===== src/rtl/cpu_pkg.sv =====
// Shared types and constants for the CPU front end: sequencer states, default PC width, reset vector.
package cpu_pkg;

    localparam int PC_W_DEF = 6;
    localparam int PC_RESET = 0;

    typedef enum logic [1:0] {
        PS_FLUSH = 2'd0,
        PS_RUN   = 2'd1,
        PS_HALT  = 2'd2
    } pc_state_e;

endpackage


===== src/rtl/sat_counter.sv =====
// Saturating up-counter: counts enabled cycles and sticks at all-ones.
// One cycle from inc_i to cnt_o; no backpressure.
module sat_counter #(
    parameter int W = 8
) (
    input  logic         clk,
    input  logic         rst,
    input  logic         inc_i,
    output logic [W-1:0] cnt_o
);

    logic [W-1:0] cnt_q;
    logic [W-1:0] cnt_d;

    always_comb begin
        cnt_d = cnt_q;
        if (inc_i && (cnt_q != {W{1'b1}})) begin
            cnt_d = cnt_q + 1'b1;
        end
    end

    always_ff @(posedge clk or posedge rst) begin
        if (rst) begin
            cnt_q <= '0;
        end else begin
            cnt_q <= cnt_d;
        end
    end

    assign cnt_o = cnt_q;

endmodule


===== src/rtl/pc_sequencer.sv =====
// PC sequencer: advances, holds, redirects or freezes the fetch PC and drives pipeline bubbles.
// Redirect lands one edge after br_taken; stall_req holds the PC for as long as it is asserted.
module pc_sequencer
    import cpu_pkg::*;
#(
    parameter int PC_W         = PC_W_DEF,
    parameter int FLUSH_CYCLES = 2,
    parameter int CNT_W        = 8
) (
    input  logic             clk,
    input  logic             reset,
    input  logic             stall_req,
    input  logic             br_taken,
    input  logic [PC_W-1:0]  br_target,
    input  logic             halt_req,
    output logic [PC_W-1:0]  pcout,
    output logic             if_valid,
    output logic             pc_hold,
    output logic             flush_ifid,
    output logic             flush_idex,
    output logic             halted,
    output logic [CNT_W-1:0] stall_cnt
);

    localparam logic [3:0]      FLUSH_LAST = 4'(FLUSH_CYCLES - 1);
    localparam logic [PC_W-1:0] PC_RST     = PC_W'(PC_RESET);

    pc_state_e       state_q;
    logic [PC_W-1:0] pc_q;
    logic            if_valid_q;
    logic            halted_q;
    logic [3:0]      fcnt_q;
    logic            stall_inc;

    // Controls default to "bubble everything"; RUN relaxes them per request.
    always_comb begin
        pc_hold    = 1'b1;
        flush_ifid = 1'b1;
        flush_idex = 1'b1;
        stall_inc  = 1'b0;
        case (state_q)
            PS_RUN: begin
                if (br_taken) begin
                    pc_hold = 1'b0;
                end else if (halt_req) begin
                    flush_idex = 1'b0;
                end else if (stall_req) begin
                    flush_ifid = 1'b0;
                    stall_inc  = 1'b1;
                end else begin
                    pc_hold    = 1'b0;
                    flush_ifid = 1'b0;
                    flush_idex = 1'b0;
                end
            end
            PS_HALT: flush_idex = 1'b0;
            default: ;
        endcase
    end

    always_ff @(posedge clk or posedge reset) begin
        if (reset) begin
            state_q    <= PS_FLUSH;
            pc_q       <= PC_RST;
            if_valid_q <= 1'b0;
            halted_q   <= 1'b0;
            fcnt_q     <= '0;
        end else begin
            case (state_q)
                PS_FLUSH: begin
                    fcnt_q <= fcnt_q + 1'b1;
                    if (fcnt_q == FLUSH_LAST) begin
                        state_q    <= PS_RUN;
                        if_valid_q <= 1'b1;
                    end
                end
                PS_RUN: begin
                    if (br_taken) begin
                        pc_q       <= br_target;
                        if_valid_q <= 1'b1;
                    end else if (halt_req) begin
                        state_q    <= PS_HALT;
                        halted_q   <= 1'b1;
                        if_valid_q <= 1'b0;
                    end else if (!stall_req) begin
                        pc_q       <= pc_q + 1'b1;
                        if_valid_q <= 1'b1;
                    end
                end
                PS_HALT: ;
                default: state_q <= PS_FLUSH;
            endcase
        end
    end

    sat_counter #(
        .W (CNT_W)
    ) u_stall_cnt (
        .clk   (clk),
        .rst   (reset),
        .inc_i (stall_inc),
        .cnt_o (stall_cnt)
    );

    assign pcout    = pc_q;
    assign if_valid = if_valid_q;
    assign halted   = halted_q;

endmodule


===== config.mk =====
export PLATFORM = sky130hd
export DESIGN_NAME = pc_sequencer
export DESIGN_NICKNAME = d
export VERILOG_FILES = /design/src/rtl/cpu_pkg.sv /design/src/rtl/sat_counter.sv /design/src/rtl/pc_sequencer.sv
export SDC_FILE = /design/constraint.sdc
export NUM_CORES = 1
export LEC_CHECK = 0
export CORE_MARGIN = 1
export CORE_UTILIZATION = 41
export CTS_CLUSTER_DIAMETER = 120
export DETAILED_ROUTE_END_ITERATION = 10
export PLACE_DENSITY = 0.72
export SYNTH_ARGS = -nofsm -noshare
export SYNTH_HDL_FRONTEND = slang
export SYNTH_SLANG_ARGS = --single-unit
export TNS_END_PERCENT = 30

===== constraint.sdc =====
create_clock -name clk -period 2.02 [get_ports clk]
set_clock_uncertainty 0.05 [all_clocks]
set_input_delay 0.303 -clock clk [delete_from_list [all_inputs] [get_ports clk]]
set_output_delay 0.303 -clock clk [all_outputs]
set_load 0.01 [all_outputs]

After elaboration in Yosys (flattened, before gate mapping) --
Cells that the tools add are included.
Word-level totals: bits in registers 22, output and inout port bits 19
Operators by class: add/sub/neg operators 3, equality and inequality tests 10, muxes and demuxes 24, bitwise operators 2, reduce and logical (&&, ||, !) cells 7
Operators by type and width (count):
- 6-bit 2-to-1 mux | 3
- 1-bit 2-to-1 mux | 15
- 3-bit AND reduction | 3
- 8-bit by 1-bit adder with 8-bit output, second input constant | 1
- 2-bit inequality test, second input constant | 4
- 8-bit inequality test, second input constant | 1
- 6-bit by 1-bit adder with 6-bit output, second input constant | 1
- 2-bit 2-to-1 mux | 3
- 2-bit case mux with 3 select lines | 1
- 4-bit by 1-bit adder with 4-bit output, second input constant | 1
- 4-bit by 1-bit == test with 1-bit output, second input constant | 1
- 4-bit inequality test, second input constant | 1
- 1-bit case mux with 2 select lines | 2
- 4-bit AND reduction | 1
- 2-bit by 1-bit == test with 1-bit output, second input constant | 1
- 2-bit == test, second input constant | 1
- 2-bit logical NOT | 1
- 2-bit by 1-bit inequality test with 1-bit output, second input constant | 1
- 1-bit inverter | 2
- 2-bit nonzero test | 1
- 1-bit logical AND | 1

Longest topological paths before layout --
depth after elaboration 5, depth in mapped cells 5

By module --
A second synthesis with hierarchy kept.
Unflattened totals: cells, all modules 118, area total of the unflattened synthesis 1164.9 um2
By module, submodules not included:
- pc_sequencer | times used 1, cells an instance 80, area each 745.7 um2, sequential area each 350.3 um2
- sat_counter | times used 1, cells an instance 38, area each 419.2 um2, sequential area each 200.2 um2

Least setup slack after synthesis --
OpenSTA, ideal clock, no wires.
path kind register to register, start point register u_stall_cnt.cnt_q[0] (netlist: u_stall_cnt.cnt_o[0]), end point register u_stall_cnt.cnt_q[1] (netlist: u_stall_cnt.cnt_o[1]), library setup time 0.125 ns, arrival time 1.327 ns, required time 1.845 ns, path slack 0.518 ns, stages on the path, launching flop included 6, buffers on the path 0, cell sequence dfrtp_1 > ha_1 > and3_1 > nand2_1 > nand2_4 > mux2_4
On the way: word-level cells in the longest chain between the ends 2, elaborated cells on any way between the ends 3, classes of those cells add/sub (1); eq/ne (1); reduce/logical (1)
Ends and longest elaborated chain:
- start: declaration | line sat_counter.sv:12 | logic [W-1:0] cnt_q;
- start signal: assignment | line sat_counter.sv:26 | cnt_q <= cnt_d;
- parallel branches: the longest is 2 deep, another holds 8-bit by 1-bit adder with 8-bit output
Several ways; the timed one is not identified. A chain may end at the register's enable or synchronous reset.

Final worst setup path --
start point register state_q[1], end point output flush_ifid
On the way: word-level cells in the longest chain between the ends 2
Ends and longest elaborated chain:
- start: declaration | line pc_sequencer.sv:28 | pc_state_e state_q;
- start signal: assignment | line pc_sequencer.sv:63 | state_q <= PS_FLUSH;
- start signal: assignment | line pc_sequencer.sv:73 | state_q <= PS_RUN;
- start signal: assignment | line pc_sequencer.sv:82 | state_q <= PS_HALT;
- 2-bit by 1-bit == test with 1-bit output | line pc_sequencer.sv:41 | case (state_q)
- 1-bit 2-to-1 mux | line pc_sequencer.sv:41
- end: declaration | line pc_sequencer.sv:19 | output logic flush_ifid,
No other way between the ends.

==> qor.csv <==
stage;metric;value;unit
routing;wl_per_cell;12.9;um
global_routing;overflow;0;
outcome;outcome;completed;
finish;fin_cells;183;
place;portBuffers;29;
finish;multiInputGateArea;564;sq um
cts;cts_sinks;22;
run;cap_violations;0;
finish;utilization;60.8;%
cts;cts_buffers;3;
cts;cts_root_buf;clkbuf_4;
synth;yosys.area.top_type;dfrtp_1;
routing;vias_per_cell;5.19;
synth;syn_area;1150;sq um
setup_path;start_kind;flop;
finish;seqCellArea;552;sq um
die;row_count;18;
setup_path;crit_type;reg2out;
synth;avgSynthCellArea;10.1;sq um
finish;final.fill_count;242;
routing;ant_nets;0;
synth;synth_common_cells;dfrtp_1 (22), nor2_1 (10), o21ai_0 (10);
finish;fin_nets;169;
global_routing;grt_pass1_wl;3730;um
finish;antenna_cells;0;
routing;remaining_drc_errors;0;
cts;clk-insertion-delay-late;310;ps
cts;cts_tree;done;
sta;rsz0062_at_grt;no;
routing;vias;949;
finish;area_delta_synth_final;35.4;%
routing;routed_wl;2370;um
setup_path;worstPathArrival;1500;ps
place;placed_cell_area;1510;sq um
cts;htreeDepth;1;
die;initial_core_util;44.9;%
synth;synth_cell_type_count;38;
synth;synth_most_common_cell;dfrtp_1;
global_routing;grt_pass1_vias;867;
setup_path;crit_chain;nor3b_4, or2b_1, dlygate4sd2_1;
global_routing;antenna_found_initial;0;
place;place.gp.congestion;0.769;
die;coreArea;2570;sq um
sta;whs;271;ps
pwr;max-vdd-ir-drop;0.000846;V
sta;hold_viol;0;
setup_path;slowest_stage;dfrtp_2;
place;placed_cells;176;
sta;fin_crit_sh;91.5;%
synth;synth_edf_count;0;
sta;setup_viol_count_final;0;
die;die_h;55.0;um
min_path;hp-class;in2async;
sta;max_clock_freq;0.541;GHz
pwr;leakagePower;0.704;nW
cts;cts-root-to-sink-buffers;2;
synth;synth-seq-area-share;47.7;%
setup_path;reg2reg_depth;5;
synth;syn_inst;114;
routing;firstDrtPassIters;4;
finish;drive_gt1_share;12.4;%
sta;fin_crit;1850;ps
synth;synth_flop_cell;dfrtp_1;
die;fp.dieW;55.0;um
sta;finalMaxSlewViolations;0;
cts;cts_hold_buf;0;
setup_path;critPathMaxStageDelay;450;ps
setup_path;cp_max_fo;3;
synth;async_flop_share;100;%
global_routing;grt_start_max_net_pins;23;
sta;relSlewSlack;77.8;%
sta;tns;0;ps
die;die-area;3030;sq um
pwr;p_per_area;1160;nW/um^2
sta;worst_pin_slew;332;ps
synth;yosys-top-cells-area;dfrtp_1 (48%), ha_1 (4.3%), o21ai_0 (4.3%), xnor2_1 (3.8%), nor2_1 (3.3%);
synth;synth_fp_nets;129;
setup_path;endpoint_kind;primary output;
cts;cts.reportedPaths.clkPinSlew;120;ps
routing;drtIter0Drc;14;
die;io_pins;30;
synth;synth_top_area_share;47.7;%
finish;final_area;1560;sq um
setup_path;crit_required;1670;ps
synth;ys_seq_elements;22;
place;dp_hpwl;1760;um
synth;yosysWarnings;0;
global_routing;grtUsageTotal;18.0;%
==> cell type report <==
class	count	share of cell area, %
clock buffers	4	2.32
flip-flops and latches	22	35.3
inverters	5	1.20
multi-input cells	84	36.1
well taps	30	2.40
repair buffers	38	22.6
==> critical path: cells and delay by family (launching register included) <==
kind	cells	cell delay, ps
buf+inv	1	280
simple gates	2	460
flops	1	450
==> final timing paths <==
| path | slack (ps) | start | endpoint |
|---|---|---|---|
| setup / recovery | 170 | state_q[1]$_DFFE_PP0P_ | flush_ifid |
| hold / removal | 270 | reset | u_stall_cnt.cnt_o[5]$_DFFE_PP0P_ |
| setup reg to reg | 450 | u_stall_cnt.cnt_o[0]$_DFFE_PP0P_ | u_stall_cnt.cnt_o[1]$_DFFE_PP0P_ |
| hold reg to reg | 440 | fcnt_q[3]$_DFFE_PP0N_ | fcnt_q[3]$_DFFE_PP0N_ |
| max in group asynchronous | 1410 | reset | state_q[1]$_DFFE_PP0P_ |
| min in group clk | 420 | br_taken | state_q[0]$_DFFE_PP0P_ |
==> cells by family after synthesis <==
group / synth area share [%]
AO/OA/AOI/OAI: 13.7
XOR/XNOR: 5.31
adder cells (fa/ha/maj): 4.34
buffers and inverters: 3.36
flip-flops: 47.7
multiplexers: 3.04
AND/OR/NAND/NOR: 22.6
==> placed cells by master, fill, tap and decap left out, drive strengths merged, types with 4 or more instances in the layout <==
master,n
nor2,10
clkbuf,4
dlygate4sd2,4
nand3,5
o21ai,10
ha,4
dfrtp,22
a21oi,6
xnor2,5
buf,9
inv,5
clkdlybuf4s50,25
nand2,9
and3,5
==> per-layer routing <==
metal / share of wire, % / vias up / GRT usage (%)
met3: 3.5 / 5 / 2.46
met2: 47 / 21 / 28.1
li1: - / 480 / -
met4: 2.0 / 0 / 10.4
met1: 47 / 443 / 23.8
met5: 0 / - / 0
==> report_power, final <==
| group | internal [mW] | switching (mW) |
|---|---|---|
| Sequential | 0.606 | 0.167 |
| Clock | 0.110 | 0.134 |
| Combinational | 0.455 | 0.344 |
| Total | 1.17 | 0.646 |
==> registers in the layout, indices dropped and copies added (netlist names) <==
register	flops
fcnt_q	4
halted	1
if_valid	1
pcout	6
state_q	2
u_stall_cnt.cnt_o	8
==> through the flow <==
| stage | setup WS, ps | power, mW |
|---|---|---|
| after floorplan | 518 | 1.18 |
| after global placement | -121 | 1.53 |
| after detailed placement | -153 | 1.56 |
| after CTS | 154 | 1.83 |
| after global routing | 77.1 | 1.96 |
| final | 171 | 1.82 |
==> timing repair <==
| action | CTS | global route |
|---|---|---|
| gates resized for setup | 6 | 0 |
| buffers inserted | 3 | 0 |
| endpoints found under the setup margin | 3 | 0 |
(Power assumes the default switching activity.)
